[config.mk]
export PLATFORM = sky130hd
export DESIGN_NAME = vid_cmd_sched
export DESIGN_NICKNAME = d
export VERILOG_FILES = /design/src/rtl/vid_cmd_sched.sv
export SDC_FILE = /design/constraint.sdc
export NUM_CORES = 1
export LEC_CHECK = 0
export CAP_MARGIN = 20
export CORE_MARGIN = 3
export CORE_UTILIZATION = 25
export CTS_BUF_LIST = sky130_fd_sc_hd__clkbuf_8 sky130_fd_sc_hd__clkbuf_16
export DETAILED_ROUTE_END_ITERATION = 7
export DONT_BUFFER_PORTS = 1
export GPL_ROUTABILITY_DRIVEN = 0
export SYNTH_ARGS = -nofsm -noshare
export SYNTH_HDL_FRONTEND = slang
export SYNTH_SLANG_ARGS = --single-unit
[constraint.sdc]
create_clock -name clk -period 9.13 [get_ports clk]
set_clock_uncertainty 0.1 [all_clocks]
set_input_delay 0.913 -clock clk [delete_from_list [all_inputs] [get_ports clk]]
set_output_delay 0.913 -clock clk [all_outputs]
set_load 0.03 [all_outputs]
[src/rtl/vid_cmd_sched.sv]
// vid_cmd_sched: 8-deep command queue between the execution pipeline and the
// video unit. Commands are pushed from the write side and issued one at a
// time to the video side. Each issued command is held until it is acknowledged.
// Optional feature: define VID_CMD_VBLANK_GATE_EN to allow draining only while
// vblank is high. Without the macro the queue drains whenever it is non-empty.
module vid_cmd_sched (
    input  logic        clk,
    input  logic        reset,
    // write side
    input  logic        wr_valid,
    input  logic [1:0]  wr_type,
    input  logic [4:0]  wr_sel,
    input  logic [10:0] wr_a,
    input  logic [8:0]  wr_b,
    input  logic [2:0]  wr_flags,
    output logic        wr_ready,
    output logic        stall,
    // video timing
    input  logic        vblank,
    // video side
    output logic        vid_valid,
    output logic [1:0]  vid_type,
    output logic [4:0]  vid_sel,
    output logic [10:0] vid_a,
    output logic [8:0]  vid_b,
    output logic [2:0]  vid_flags,
    input  logic        vid_ack,
    // status
    output logic [3:0]  level,
    output logic        overflow
);

    typedef enum logic [0:0] {
        ST_IDLE  = 1'b0,
        ST_ISSUE = 1'b1
    } state_e;

    localparam logic [1:0] TYPE_RSVD = 2'b11;
    localparam logic [3:0] DEPTH     = 4'd8;

    // Entry layout: {type[29:28], sel[27:23], a[22:12], b[11:3], flags[2:0]}
    logic [29:0] mem_q [0:7];

    logic [2:0]  wr_ptr_q, wr_ptr_d;
    logic [2:0]  rd_ptr_q, rd_ptr_d;
    logic [3:0]  level_q, level_d;
    state_e      state_q;
    logic        vid_valid_q;
    logic [1:0]  vid_type_q;
    logic [4:0]  vid_sel_q;
    logic [10:0] vid_a_q;
    logic [8:0]  vid_b_q;
    logic [2:0]  vid_flags_q;
    logic        overflow_q;

    logic        gate_open;
    logic        push;
    logic        pop;
    logic        issue;
    logic [29:0] wr_entry;
    logic [29:0] head_entry;

`ifdef VID_CMD_VBLANK_GATE_EN
    assign gate_open = vblank;
`else
    // vblank is kept as a port for a uniform interface but plays no part here.
    logic unused_vblank;
    assign unused_vblank = vblank;
    assign gate_open     = 1'b1;
`endif

    assign wr_ready   = (level_q < DEPTH);
    assign stall      = wr_valid & ~wr_ready;
    assign push       = wr_valid & wr_ready & (wr_type != TYPE_RSVD);
    assign pop        = (state_q == ST_ISSUE) & vid_ack;
    // Issue is only attempted when level is non-zero, so the head is always a written entry.
    assign issue      = (state_q == ST_IDLE) & (level_q != 4'd0) & gate_open;
    assign wr_entry   = {wr_type, wr_sel, wr_a, wr_b, wr_flags};
    assign head_entry = mem_q[rd_ptr_q];

    // Queue storage: plain write port, no reset so it can map to distributed/block RAM.
    always_ff @(posedge clk) begin
        if (push) begin
            mem_q[wr_ptr_q] <= wr_entry;
        end
    end

    // Next pointer and occupancy; a push and a pop in one cycle leave level unchanged.
    always_comb begin
        wr_ptr_d = wr_ptr_q;
        rd_ptr_d = rd_ptr_q;
        level_d  = level_q;
        if (push) begin
            wr_ptr_d = wr_ptr_q + 3'd1;
        end
        if (pop) begin
            rd_ptr_d = rd_ptr_q + 3'd1;
        end
        case ({push, pop})
            2'b10:   level_d = level_q + 4'd1;
            2'b01:   level_d = level_q - 4'd1;
            default: level_d = level_q;
        endcase
    end

    // Pointer and occupancy registers.
    always_ff @(posedge clk or negedge reset) begin
        if (!reset) begin
            wr_ptr_q <= 3'd0;
            rd_ptr_q <= 3'd0;
            level_q  <= 4'd0;
        end else begin
            wr_ptr_q <= wr_ptr_d;
            rd_ptr_q <= rd_ptr_d;
            level_q  <= level_d;
        end
    end

    // Issue FSM: load the head into the output registers, hold it until acked.
    always_ff @(posedge clk or negedge reset) begin
        if (!reset) begin
            state_q     <= ST_IDLE;
            vid_valid_q <= 1'b0;
            vid_type_q  <= 2'd0;
            vid_sel_q   <= 5'd0;
            vid_a_q     <= 11'd0;
            vid_b_q     <= 9'd0;
            vid_flags_q <= 3'd0;
        end else begin
            case (state_q)
                ST_IDLE: begin
                    if (issue) begin
                        state_q     <= ST_ISSUE;
                        vid_valid_q <= 1'b1;
                        vid_type_q  <= head_entry[29:28];
                        vid_sel_q   <= head_entry[27:23];
                        vid_a_q     <= head_entry[22:12];
                        vid_b_q     <= head_entry[11:3];
                        vid_flags_q <= head_entry[2:0];
                    end
                end
                ST_ISSUE: begin
                    // Fields stay put until acked, even if the gate closes meanwhile.
                    if (vid_ack) begin
                        state_q     <= ST_IDLE;
                        vid_valid_q <= 1'b0;
                    end
                end
                default: begin
                    state_q     <= ST_IDLE;
                    vid_valid_q <= 1'b0;
                end
            endcase
        end
    end

    // Sticky flag for reserved command types, cleared only by reset.
    always_ff @(posedge clk or negedge reset) begin
        if (!reset) begin
            overflow_q <= 1'b0;
        end else if (wr_valid && (wr_type == TYPE_RSVD)) begin
            overflow_q <= 1'b1;
        end
    end

    assign vid_valid = vid_valid_q;
    assign vid_type  = vid_type_q;
    assign vid_sel   = vid_sel_q;
    assign vid_a     = vid_a_q;
    assign vid_b     = vid_b_q;
    assign vid_flags = vid_flags_q;
    assign level     = level_q;
    assign overflow  = overflow_q;

endmodule

-- Word level (Yosys, flattened, before mapping)
Memories as Yosys holds them, arrays and structs flattened. A register that Yosys moved wholly into a read port is not among the register bits.
Cells that the tools add are included.
- memories: 1
- bits in registers: 13
- input port bits: 35
- bits in writable memories: 240
- output and inout port bits: 38
- logic and storage cells: 40
- memory list (memory ; words ; bits a word ; read ports ; clocked after memory_dff ; write ports ; RTL line ; text):
    mem_q ; 8 ; 30 ; 1 ; 1 ; 1 ; 42 ; logic [29:0] mem_q [0:7];
- add/sub/neg operators: 4
- reduce and logical (&&, ||, !) cells: 6
- multiplexer cells: 9
- bitwise operators: 7
- $lt $le $gt $ge: 1
- eq/ne operators: 6
- operator list (kind ; number):
    $pmux W4 S2 ; 1
    $add A3 B1 Y3 const B ; 2
    $mux W1 ; 6
    $ne A2 B2 Y1 const B ; 3
    $and A1 B1 Y1 ; 5
    $add A4 B1 Y4 const B ; 1
    $eq A2 B2 Y1 const B ; 2
    $lt A4 B4 Y1 const B ; 1
    $pmux W1 S2 ; 2
    $reduce_and A2 Y1 ; 2
    $reduce_bool A4 Y1 ; 1
    $sub A4 B1 Y4 const B ; 1
    $eq A2 B1 Y1 const B ; 1
    $not A1 Y1 ; 2
    $reduce_bool A2 Y1 ; 1
    $logic_and A1 B1 Y1 ; 1
    $logic_not A1 Y1 ; 1

-- Logic depth before layout (Yosys ltp)
Gate-level depths: netlist (run 1).
- depth after elaboration: 5
- gate-level depth with buffers: 10
- depth with buffers taken out: 10

-- Worst setup path after synthesis (run 1)
No wires, ideal clock.
- path type: input to register
- start point: input port wr_type[0]
- end point: memory mem_q[0][0], enable pin
- library setup time: 0.455 ns
- slack: 5.194 ns
- data arrival time: 3.382 ns
- path buffers: 0
- data required time: 8.575 ns
- stages: 4
- cells stage by stage: nand2_1 and3_1 nand2b_1 nor3_1
- word-level cells in the longest chain between the ends: 4
- RTL lines (what ; RTL line ; text):
    from (decl) ; 11 ; input logic [1:0] wr_type,
    $ne A2 B2 Y1 ; 74 ; assign push = wr_valid & wr_ready & (wr_type != TYPE_RSVD);
    $and A1 B1 Y1 ; 74 ;
    $mux W1 ; 83 ; if (push) begin
    $mux W1 (not written as such) ; 84 ; mem_q[wr_ptr_q] <= wr_entry;
    to (decl) ; 42 ;
No other way between the ends.

-- Final worst setup path (run 1)
- start point: register level_q[3] (netlist: level[3])
- end point: memory mem_q[0][4], enable pin
- word-level cells in the longest chain between the ends: 5
- RTL lines (what ; RTL line ; text):
    from (decl) ; 46 ; logic [3:0] level_q, level_d;
    from (signal assigned) ; 115 ; level_q <= level_d;
    $lt A4 B4 Y1 ; 72 ; assign wr_ready = (level_q < DEPTH);
    named net wr_ready ; 16 ; output logic wr_ready,
    $and A1 B1 Y1 (2 in a row) ; 74 ;
    $mux W1 ; 83 ;
    $mux W1 (not written as such) ; 84 ;
The timed path passes the listed nets, and every way through them passes these cells.

==> flow_metrics.tcl, run 1 <==
set metrics [dict create \
    synth_seq_cells 283 \
    synth_simple_gate_area_share_pct 5.07 \
    fin_crit_ns 3.03 \
    fp.coreArea_um2 43200 \
    syn_inst 648 \
    synth_xor_area_share_pct 0.639 \
    synth_fa_ha_area_share_pct 0.570 \
    cp.arrival_ns 3.11 \
    initial_core_util_pct 25.4 \
    drt_iter0_markers 380 \
    grt_pass1_vias 5522 \
    grt_max_degree 68 \
    setup_viol 0 \
    cp.depth 5 \
    cts_buffers 27 \
    crit_type "reg2reg" \
    holdCritPathClass "in2async" \
    crit_end "mem_q[0][4]$_DFFE_PP_" \
    path_clk_slew_ns 0.06 \
    clock_sinks 283 \
    io_pins 73 \
    grtUsageMet1_pct 13.6 \
    clk_path_buf_depth 3 \
    maxCapViolCount 0 \
    core.rowCount 76 \
    root_buffer "clkbuf_16" \
    fin_setup_tns_ns 0 \
    fmax_mhz 330 \
    slew_headroom_pct 33.7 \
    r2r-start "level[3]$_DFFE_PN0P_" \
    slowest_delay_ns 0.69 \
    firstDrtPassIters 4 \
    rsz0062_at_grt "no" \
    met2_usage_pct 16.1 \
    critPathLaunch "level[3]$_DFFE_PN0P_" \
    antenna_cells 0 \
    finalHoldViolations 0 \
    synth_cell_type_count 31 \
    worst_slack_ns 6.10 \
    critPathBufInv 2 \
    die_w_um 215 \
    grt_pass1_wl_um 35200 \
    syn-cell-area_um2 11000 \
    fin_nets 701 \
    status "completed" \
    worstMarginPinSlew_ns 0.993 \
    hpwl_um 13500 \
    whs_ns 0.134 \
    synth_area_leaders "edfxtp_1 (66%), mux2i_1 (11%), dfrtp_1 (9.8%)" \
    power.leakage_nw 4.44 \
    avgSynthCellArea_um2 16.9 \
    synth_top_family_by_area "multiplexers" \
    cp_max_fo 24 \
    cp_cell_sequence "inv_2 -> and3_1 -> nand2b_1 -> nor3_2 -> buf_4" \
    gr-usage-met3_pct 2.69 \
    syn-num-nets 688 \
    rr_worst_depth 5 \
    fin_crit_sh_pct 33.2 \
    synthMuxAreaShare_pct 11.2 \
    drc_errors 0 \
    timing.rr.end "mem_q[0][4]$_DFFE_PP_" \
    final_cell_area_um2 12500 \
    slew_viol_final 0 \
    layout-drive-gt1-share_pct 10.7 \
    insertion_delay_ns 0.53 \
    vias_per_cell 4.22 \
    cp-end-kind "flop" \
    ys_seq_area_share_pct 75.5 \
    grt.overflow.total 0 \
    dp_slack_ns 5.87 \
    antenna_left 0 \
    via_count 5337 \
    grtUsageTotal_pct 10.0 \
    worstSetupStartpointType "flop" \
    power_density_nw_per_um2 303 \
    yosysTopAreaCellShare_pct 65.7 \
    cts_tree "yes" \
    crit_required_ns 9.21 \
    synth_top_area_cell "edfxtp_1" \
    synth-compound-area-share_pct 4.45 \
    crit_path_top_delay_cell "nor3_2" \
    yosys_warnings 0 \
    port_buffers 0 \
    die_area_um2 46400 \
    n_fill_cell 4321 \
    antenna_found_initial 0 \
    placed_cell_area_um2 11600 \
    peakVddDrop_mv 0.203 \
    regToRegSetupSlack_ns 6.10 \
    htree_levels 1 \
    busiest_layer "met2" \
    wl_per_cell_um 18.6 \
    cts_setup_buffers 0 \
    area_delta_synth_final_pct 13.6 \
    die_y_um 215 \
    cp_top_family "simple AND/OR/NAND/NOR gates" \
    postRouteWirelength_um 23600 \
]
==> area by class of cell <==
| class | count | area, um^2 | area share, % |
|---|---|---|---|
| flip-flops and latches | 283 | 8290 | 66.5 |
| multi-input cells | 329 | 2470 | 19.8 |
| well taps | 585 | 732 | 5.87 |
| clock buffers | 30 | 717 | 5.75 |
| repair buffers | 16 | 160 | 1.28 |
| clock inverters | 18 | 88.8 | 0.713 |
| inverters | 4 | 15.0 | 0.120 |
==> cell usage after synthesis, drive strengths merged <==
master,number
mux2,2
nor2b,3
a22oi,60
and3,1
and2,2
nand2b,3
a211o,1
buf,18
inv,4
dfrtp,43
mux2i,120
nand2,72
xor2,3
ha,5
nand3,31
xnor2,5
a21oi,3
nor4,1
clkbuf,14
nor2,11
a31o,1
nor3,3
edfxtp,240
o21ai,1
or2,1
==> metrics by stage <==
step | utilization [%] | cells | power, mW
after global placement | 26.9 | 1215 | 2.78
after CTS | 28.8 | 1264 | 3.82
after global routing | 28.9 | 1265 | 3.98
after detailed placement | 26.9 | 1215 | 2.80
final | 28.9 | 1265 | 3.78
after floorplan | - | 648 | 2.59
==> metal layers <==
metal	up-vias	wire length [um]
met5	-	0
met4	0	422
met3	33	1630
met2	147	11100
met1	2653	10400
li1	2504	-
==> cells in the final DEF, fill, tap and decap left out, types with 2 or more instances in the layout <==
master / Yosys / final
edfxtp_1: 240 / 240
mux2i_1: 120 / 120
nand2_1: 72 / 72
a22oi_1: 60 / 60
dfrtp_1: 43 / 42
nand3_1: 31 / 31
clkbuf_16: 0 / 27
buf_4: 1 / 14
inv_1: 3 / 9
nor2_4: 0 / 6
xnor2_1: 5 / 5
ha_1: 5 / 5
clkinv_1: 0 / 4
clkinv_2: 0 / 4
xor2_1: 3 / 3
nand2b_1: 3 / 3
a21oi_1: 3 / 3
nor2_1: 11 / 3
clkinvlp_4: 0 / 3
clkbuf_8: 0 / 3
nor3_2: 0 / 2
mux2_2: 2 / 2
nor2b_2: 0 / 2
nor2_2: 0 / 2
buf_16: 0 / 2
==> registers in the layout (all words and copies together) (netlist names) <==
signal	flops
vid_sel	5
rd_ptr_q	3
vid_b	9
level	4
vid_a	11
vid_type	2
mem_q	240
wr_ptr_q	3
vid_valid	1
state_q	1
vid_flags	3
overflow	1
==> kinds of logic after synthesis <==
kind of cell / count (synthesis)
simple gates: 128
fa+ha+maj: 5
buf+inv: 36
flops: 283
xor+xnor: 8
compound gates: 66
mux: 122
==> worst min path at each step <==
stage	from	to
after floorplan	wr_ptr_q[0]$_DFFE_PN0P_	wr_ptr_q[0]$_DFFE_PN0P_
final	reset	vid_a[5]$_DFFE_PN0P_
after global placement	wr_ptr_q[0]$_DFFE_PN0P_	wr_ptr_q[0]$_DFFE_PN0P_
after global routing	reset	vid_b[5]$_DFFE_PN0P_
after detailed placement	wr_ptr_q[0]$_DFFE_PN0P_	wr_ptr_q[0]$_DFFE_PN0P_
after CTS	reset	vid_b[8]$_DFFE_PN0P_
==> power breakdown <==
part	total, mW	leakage, nW	internal (mW)	switching [mW]
clock	1.02	0.413	0.560	0.459
sequential	1.85	2.68	1.57	0.276
combinational	0.909	1.35	0.356	0.553
total	3.78	4.44	2.49	1.29
==> what timing repair did <==
action	CTS	global route
hold buffers	1	0
endpoints found under the hold margin	43	0
endpoints found under the setup margin	0	0
resized for setup	0	0
Power figures use the tool's default switching activity.
==> inputs of run 2 (changes only) <==
==> constraint.sdc (replaced) <==
create_clock -name clk -period 2.6 [get_ports clk]
set_clock_uncertainty 0.1 [all_clocks]
set_input_delay 0.26 -clock clk [delete_from_list [all_inputs] [get_ports clk]]
set_output_delay 0.26 -clock clk [all_outputs]
set_load 0.03 [all_outputs]
==> run 2 against run 1 <==
Worst setup slack lost 5.8 ns. Register-to-register slack lost 5.8 ns. Sequential cell count is the same. Global-route usage grew 0.42 points. Non-clock buffer count grew 50.
==> flow_metrics.tcl, run 2 (synthesis gave the netlist of run 1 again) <==
set metrics [dict create \
    hold_buffers 34 \
    crit_path_top_delay_cell "dlygate4sd3_1" \
    grt.overflow.total 0 \
    grt_pass1_wl_um 37100 \
    n_fill_cell 4361 \
    largest_reg_flops 240 \
    drc_errors 0 \
    clock_sinks 283 \
    rr_worst_depth 10 \
    dp_slack_ns 0.310 \
    grtUsageTotal_pct 10.4 \
    worstMarginPinSlew_ns 0.552 \
    io_pins 73 \
    critPathBufInv 2 \
    htree_levels 1 \
    fin_crit_sh_pct 90.3 \
    rsz0062_at_grt "no" \
    worstSetupStartpointType "primary input" \
    core.rowCount 76 \
    area_delta_synth_final_pct 19.7 \
    status "completed" \
    worst_slack_ns 0.253 \
    r2r-start "level[3]$_DFFE_PN0P_" \
    fin_nets 754 \
    final_cell_mix "edfxtp_1 (240), mux2i_1 (120), nand2_1 (72), a22oi_1 (60), dfrtp_1 (42)" \
    root_buffer "clkbuf_16" \
    placed_cell_area_um2 11800 \
    final_cell_area_um2 13100 \
    crit_top_cell "xor2_1" \
    power.leakage_nw 4.75 \
    finalHoldViolations 0 \
    path_clk_slew_ns 0.06 \
    cts_buffers 30 \
    cp_cell_sequence "dlygate4sd3_1 -> nand2_1 -> and3_1 -> inv_1 -> ha_1 -> xor2_1 -> ha_1 -> a21oi_1 -> xor2_1 -> nor2_1 -> xor2_1" \
    die_area_um2 46400 \
    power_density_nw_per_um2 1070 \
    maxCapViolCount 0 \
    cts_resized 0 \
    cp.arrival_ns 2.69 \
    postRouteWirelength_um 24400 \
    cp.depth 11 \
    die_y_um 215 \
    port_buffers 0 \
    antenna_left 0 \
    fin_crit_ns 2.35 \
    holdCritPathClass "in2async" \
    cts_tree "yes" \
    grt_max_degree 44 \
    multi_input_area_um2 2480 \
    cts_setup_buffers 0 \
    clk_path_buf_depth 3 \
    antenna_found_initial 3 \
    hpwl_um 14700 \
    crit_type "in2reg" \
    layout-drive-gt1-share_pct 12.8 \
    insertion_delay_ns 0.58 \
    firstDrtPassIters 6 \
    vias_per_cell 4.29 \
    seq_area_um2 8290 \
    slowest_delay_ns 0.70 \
    wl_per_cell_um 18.5 \
    crit_required_ns 2.95 \
    via_count 5677 \
    cp-end-kind "flop" \
    setup_viol 0 \
    slew_viol_final 0 \
    grt_pass1_vias 5866 \
    peakVddDrop_mv 0.572 \
    fp.coreArea_um2 43200 \
    die_w_um 215 \
    critPathLaunch "wr_type[1]" \
    cp_top_family "buffers and inverters" \
    top_register "mem_q" \
    slew_headroom_pct 63.2 \
    cp_max_fo 10 \
    drt_iter0_markers 318 \
    final_common_cell "edfxtp_1" \
    regToRegSetupSlack_ns 0.30 \
    initial_core_util_pct 25.4 \
    fmax_mhz 426 \
    total_power_mw 14.1 \
]
## run 2: cell types whose count changed in the layout (fill, tap and decap cells not counted), sizes merged
cell	change
clkinvlp	-2
buf	+17
inv	+1
bufinv	+2
dlygate4sd3	+33
diode	+1
clkinv	+5
## run 2: area by class of cell
class / count / share of cell area (%)
clock inverters: 24 / 1.48
multi-input cells: 329 / 18.9
inverters: 4 / 0.114
clock buffers: 30 / 5.72
well taps: 585 / 5.57
repair buffers: 66 / 5.13
flip-flops and latches: 283 / 63.1
diodes: 1 / 0.0191
## run 2: metal layers
metal	up-vias	GRT usage [%]	wire (um)
met1	2890	13.8	11300
met5	-	0	27
met2	107	17.3	11500
li1	2633	-	-
met4	4	2.58	562
met3	43	2.41	1060
## run 2: final timing paths
check                                                to
worst max-delay path               level[2]$_DFFE_PN0P_
worst min-delay path            vid_type[1]$_DFFE_PN0P_
worst max register to register     level[2]$_DFFE_PN0P_
worst min register to register  wr_ptr_q[0]$_DFFE_PN0P_
max in group asynchronous       rd_ptr_q[0]$_DFFE_PN0P_
min in group clk                   overflow$_DFFE_PN0P_
## run 2: through the flow
| stage | util [%] | setup TNS (ns) | hold slack [ns] | instances |
|---|---|---|---|---|
| finish | 30.4 | 0 | 0.152 | 1322 |
| global route | 30.4 | 0 | 0.177 | 1322 |
| CTS | 30.4 | 0 | 0.170 | 1321 |
| detailed placement | 27.4 | 0 | -0.134 | 1233 |
| global placement | 27.4 | 0 | -0.134 | 1233 |
| floorplan | - | -59.69 | -0.136 | 648 |
## run 2: where the power goes
group          internal, mW  switching, mW
registers              5.53           1.05
logic                  1.43           1.99
clock network          2.30           1.76
==> inputs of run 3 (changes only) <==
--- a/config.mk
+++ b/config.mk
@@ -10,7 +10,6 @@
 export CORE_UTILIZATION = 25
 export CTS_BUF_LIST = sky130_fd_sc_hd__clkbuf_8 sky130_fd_sc_hd__clkbuf_16
 export DETAILED_ROUTE_END_ITERATION = 7
-export DONT_BUFFER_PORTS = 1
 export GPL_ROUTABILITY_DRIVEN = 0
 export SYNTH_ARGS = -nofsm -noshare
 export SYNTH_HDL_FRONTEND = slang
==> constraint.sdc (replaced) <==
create_clock -name clk -period 2 [get_ports clk]
set_clock_uncertainty 0.1 [all_clocks]
set_input_delay 0.2 -clock clk [delete_from_list [all_inputs] [get_ports clk]]
set_output_delay 0.2 -clock clk [all_outputs]
set_load 0.03 [all_outputs]
==> run 3 against run 2 <==
Sequential power increased by 17%. First-iteration DRC count fell by 2.2%. Critical endpoint is now vid_valid. Largest power group unchanged. Power rose by 39%.
==> flow_metrics.tcl, run 3 (synthesis gave the netlist of run 1 again) <==
set metrics [dict create \
    cp.arrival_ns 1.64 \
    slew_viol_final 0 \
    area_delta_synth_final_pct 26.8 \
    crit_required_ns 1.70 \
    power_density_nw_per_um2 1400 \
    worstSetupStartpointType "flop" \
    cp_cell_sequence "clkdlybuf4s50_1" \
    critPathLaunch "vid_valid$_DFFE_PN0P_" \
    insertion_delay_ns 0.56 \
    cts_tree "yes" \
    r2r-start "level[3]$_DFFE_PN0P_" \
    die_y_um 215 \
    grtUsageTotal_pct 10.2 \
    setup_viol 0 \
    htree_levels 1 \
    vias_per_cell 4.21 \
    maxCapViolCount 0 \
    multi_input_area_um2 2530 \
    antenna_cells 0 \
    seq_area_um2 8290 \
    cp_max_fo 2 \
    final_common_cell "edfxtp_1" \
    critPathBufInv 1 \
    fmax_mhz 517 \
    slowest_delay_ns 0.70 \
    initial_core_util_pct 25.4 \
    finalHoldViolations 0 \
    n_fill_cell 4206 \
    crit_type "reg2out" \
    antenna_left 0 \
    hpwl_um 15600 \
    cp_top_family "buffers and inverters" \
    crit_path_top_delay_cell "clkdlybuf4s50_1" \
    power.leakage_nw 5.06 \
    antenna_found_initial 1 \
    grt_pass1_vias 6117 \
    dp_slack_ns -0.309 \
    clk_path_buf_depth 3 \
    final_cell_mix "edfxtp_1 (240), mux2i_1 (120), nand2_1 (71), clkdlybuf4s50_1 (64), a22oi_1 (60)" \
    worstMarginPinSlew_ns 0.698 \
    cts_buffers 29 \
    status "completed" \
    die_area_um2 46400 \
    final_cells 1380 \
    fin_crit_sh_pct 96.8 \
    via_count 5803 \
    slew_headroom_pct 53.4 \
    dpl.cell_count 1324 \
    grt_max_degree 33 \
    postRouteWirelength_um 23900 \
    root_buffer "clkbuf_16" \
    peakVddDrop_mv 0.771 \
    io_pins 73 \
    path_clk_slew_ns 0.06 \
    firstDrtPassIters 4 \
    fp.coreArea_um2 43200 \
    fin_crit_ns 1.94 \
    drc_errors 0 \
    layout-drive-gt1-share_pct 15.8 \
    die_w_um 215 \
    holdCritPathClass "in2async" \
    total_power_mw 19.5 \
    cp-end-kind "output port" \
    wl_per_cell_um 17.3 \
    worst_slack_ns 0.0643 \
    largest_reg_flops 240 \
    core.rowCount 76 \
    grt_pass1_wl_um 36800 \
    drt_iter0_markers 311 \
    rsz0062_at_grt "no" \
    top_register "mem_q" \
    fin_nets 812 \
    port_buffers 71 \
    clock_sinks 283 \
    grt.overflow.total 0 \
]
==> run 3: what timing repair did <==
item                                   4_1_cts  5_1_grt
pin swaps                                    0        2
setup buffers                                0        1
setup endpoints to repair                    6       24
endpoints found under the hold margin       31        0
hold buffers                                 1        0
gates resized for setup                      6        4
==> run 3: through the flow <==
stage / TNS [ns] / hold slack [ns] / area, um^2 / util (%)
2_1_floorplan: -17.73 / -0.196 / 11100 / -
3_3_place_gp: -24.07 / 0.166 / 12900 / 29.9
3_5_place_dp: -20.32 / 0.170 / 12900 / 29.9
4_1_cts: 0 / 0.0992 / 13900 / 32.1
5_1_grt: 0 / 0.126 / 13900 / 32.2
6_report: 0 / 0.0766 / 13900 / 32.2
==> run 3: worst reg2reg max path: stages, from the launching register on <==
cell	delay (ns)
dfrtp_2	0.42
inv_4	0.06
and3_4	0.17
inv_2	0.05
ha_4	0.16
xor2_2	0.17
ha_2	0.17
a21oi_2	0.12
xor2_1	0.15
nor2_1	0.08
xor2_1	0.14
==> run 3: power breakdown <==
part / switching (mW) / leakage, nW / internal [mW]
logic: 3.57 / 1.90 / 2.67
registers: 0.506 / 2.68 / 7.20
clock network: 2.24 / 0.488 / 3.30
==> run 3: routing by layer <==
metal	vias up	part of all wire [%]	wire, um	global-route usage (%)
met4	2	2.5	606	3.00
met2	110	47	11300	17.4
met1	2912	44	10500	13.1
li1	2739	-	-	-
met5	-	0.084	20	0
met3	40	5.8	1380	2.24
==> run 3: area by class of cell <==
class,instances,area share [%]
Clock inverter,25,1.86
Multi-Input combinational cell,329,18.2
Clock buffer,29,5.22
Inverter,4,0.126
Tap cell,585,5.26
Sequential cell,283,59.6
Timing Repair Buffer,125,9.75
==> run 3: final timing paths <==
| path | cells past startpoint | to | slack (ns) |
|---|---|---|---|
| hold / removal | 2 | vid_a[3]$_DFFE_PN0P_ | 0.08 |
| hold reg to reg | 2 | vid_a[7]$_DFFE_PN0P_ | 0.37 |
| setup reg to reg | 10 | level[2]$_DFFE_PN0P_ | 0.08 |
| setup / recovery | 1 | vid_valid | 0.06 |
| max in group asynchronous | 3 | rd_ptr_q[0]$_DFFE_PN0P_ | 1.12 |
| min in group clk | 2 | overflow$_DFFE_PN0P_ | 0.28 |
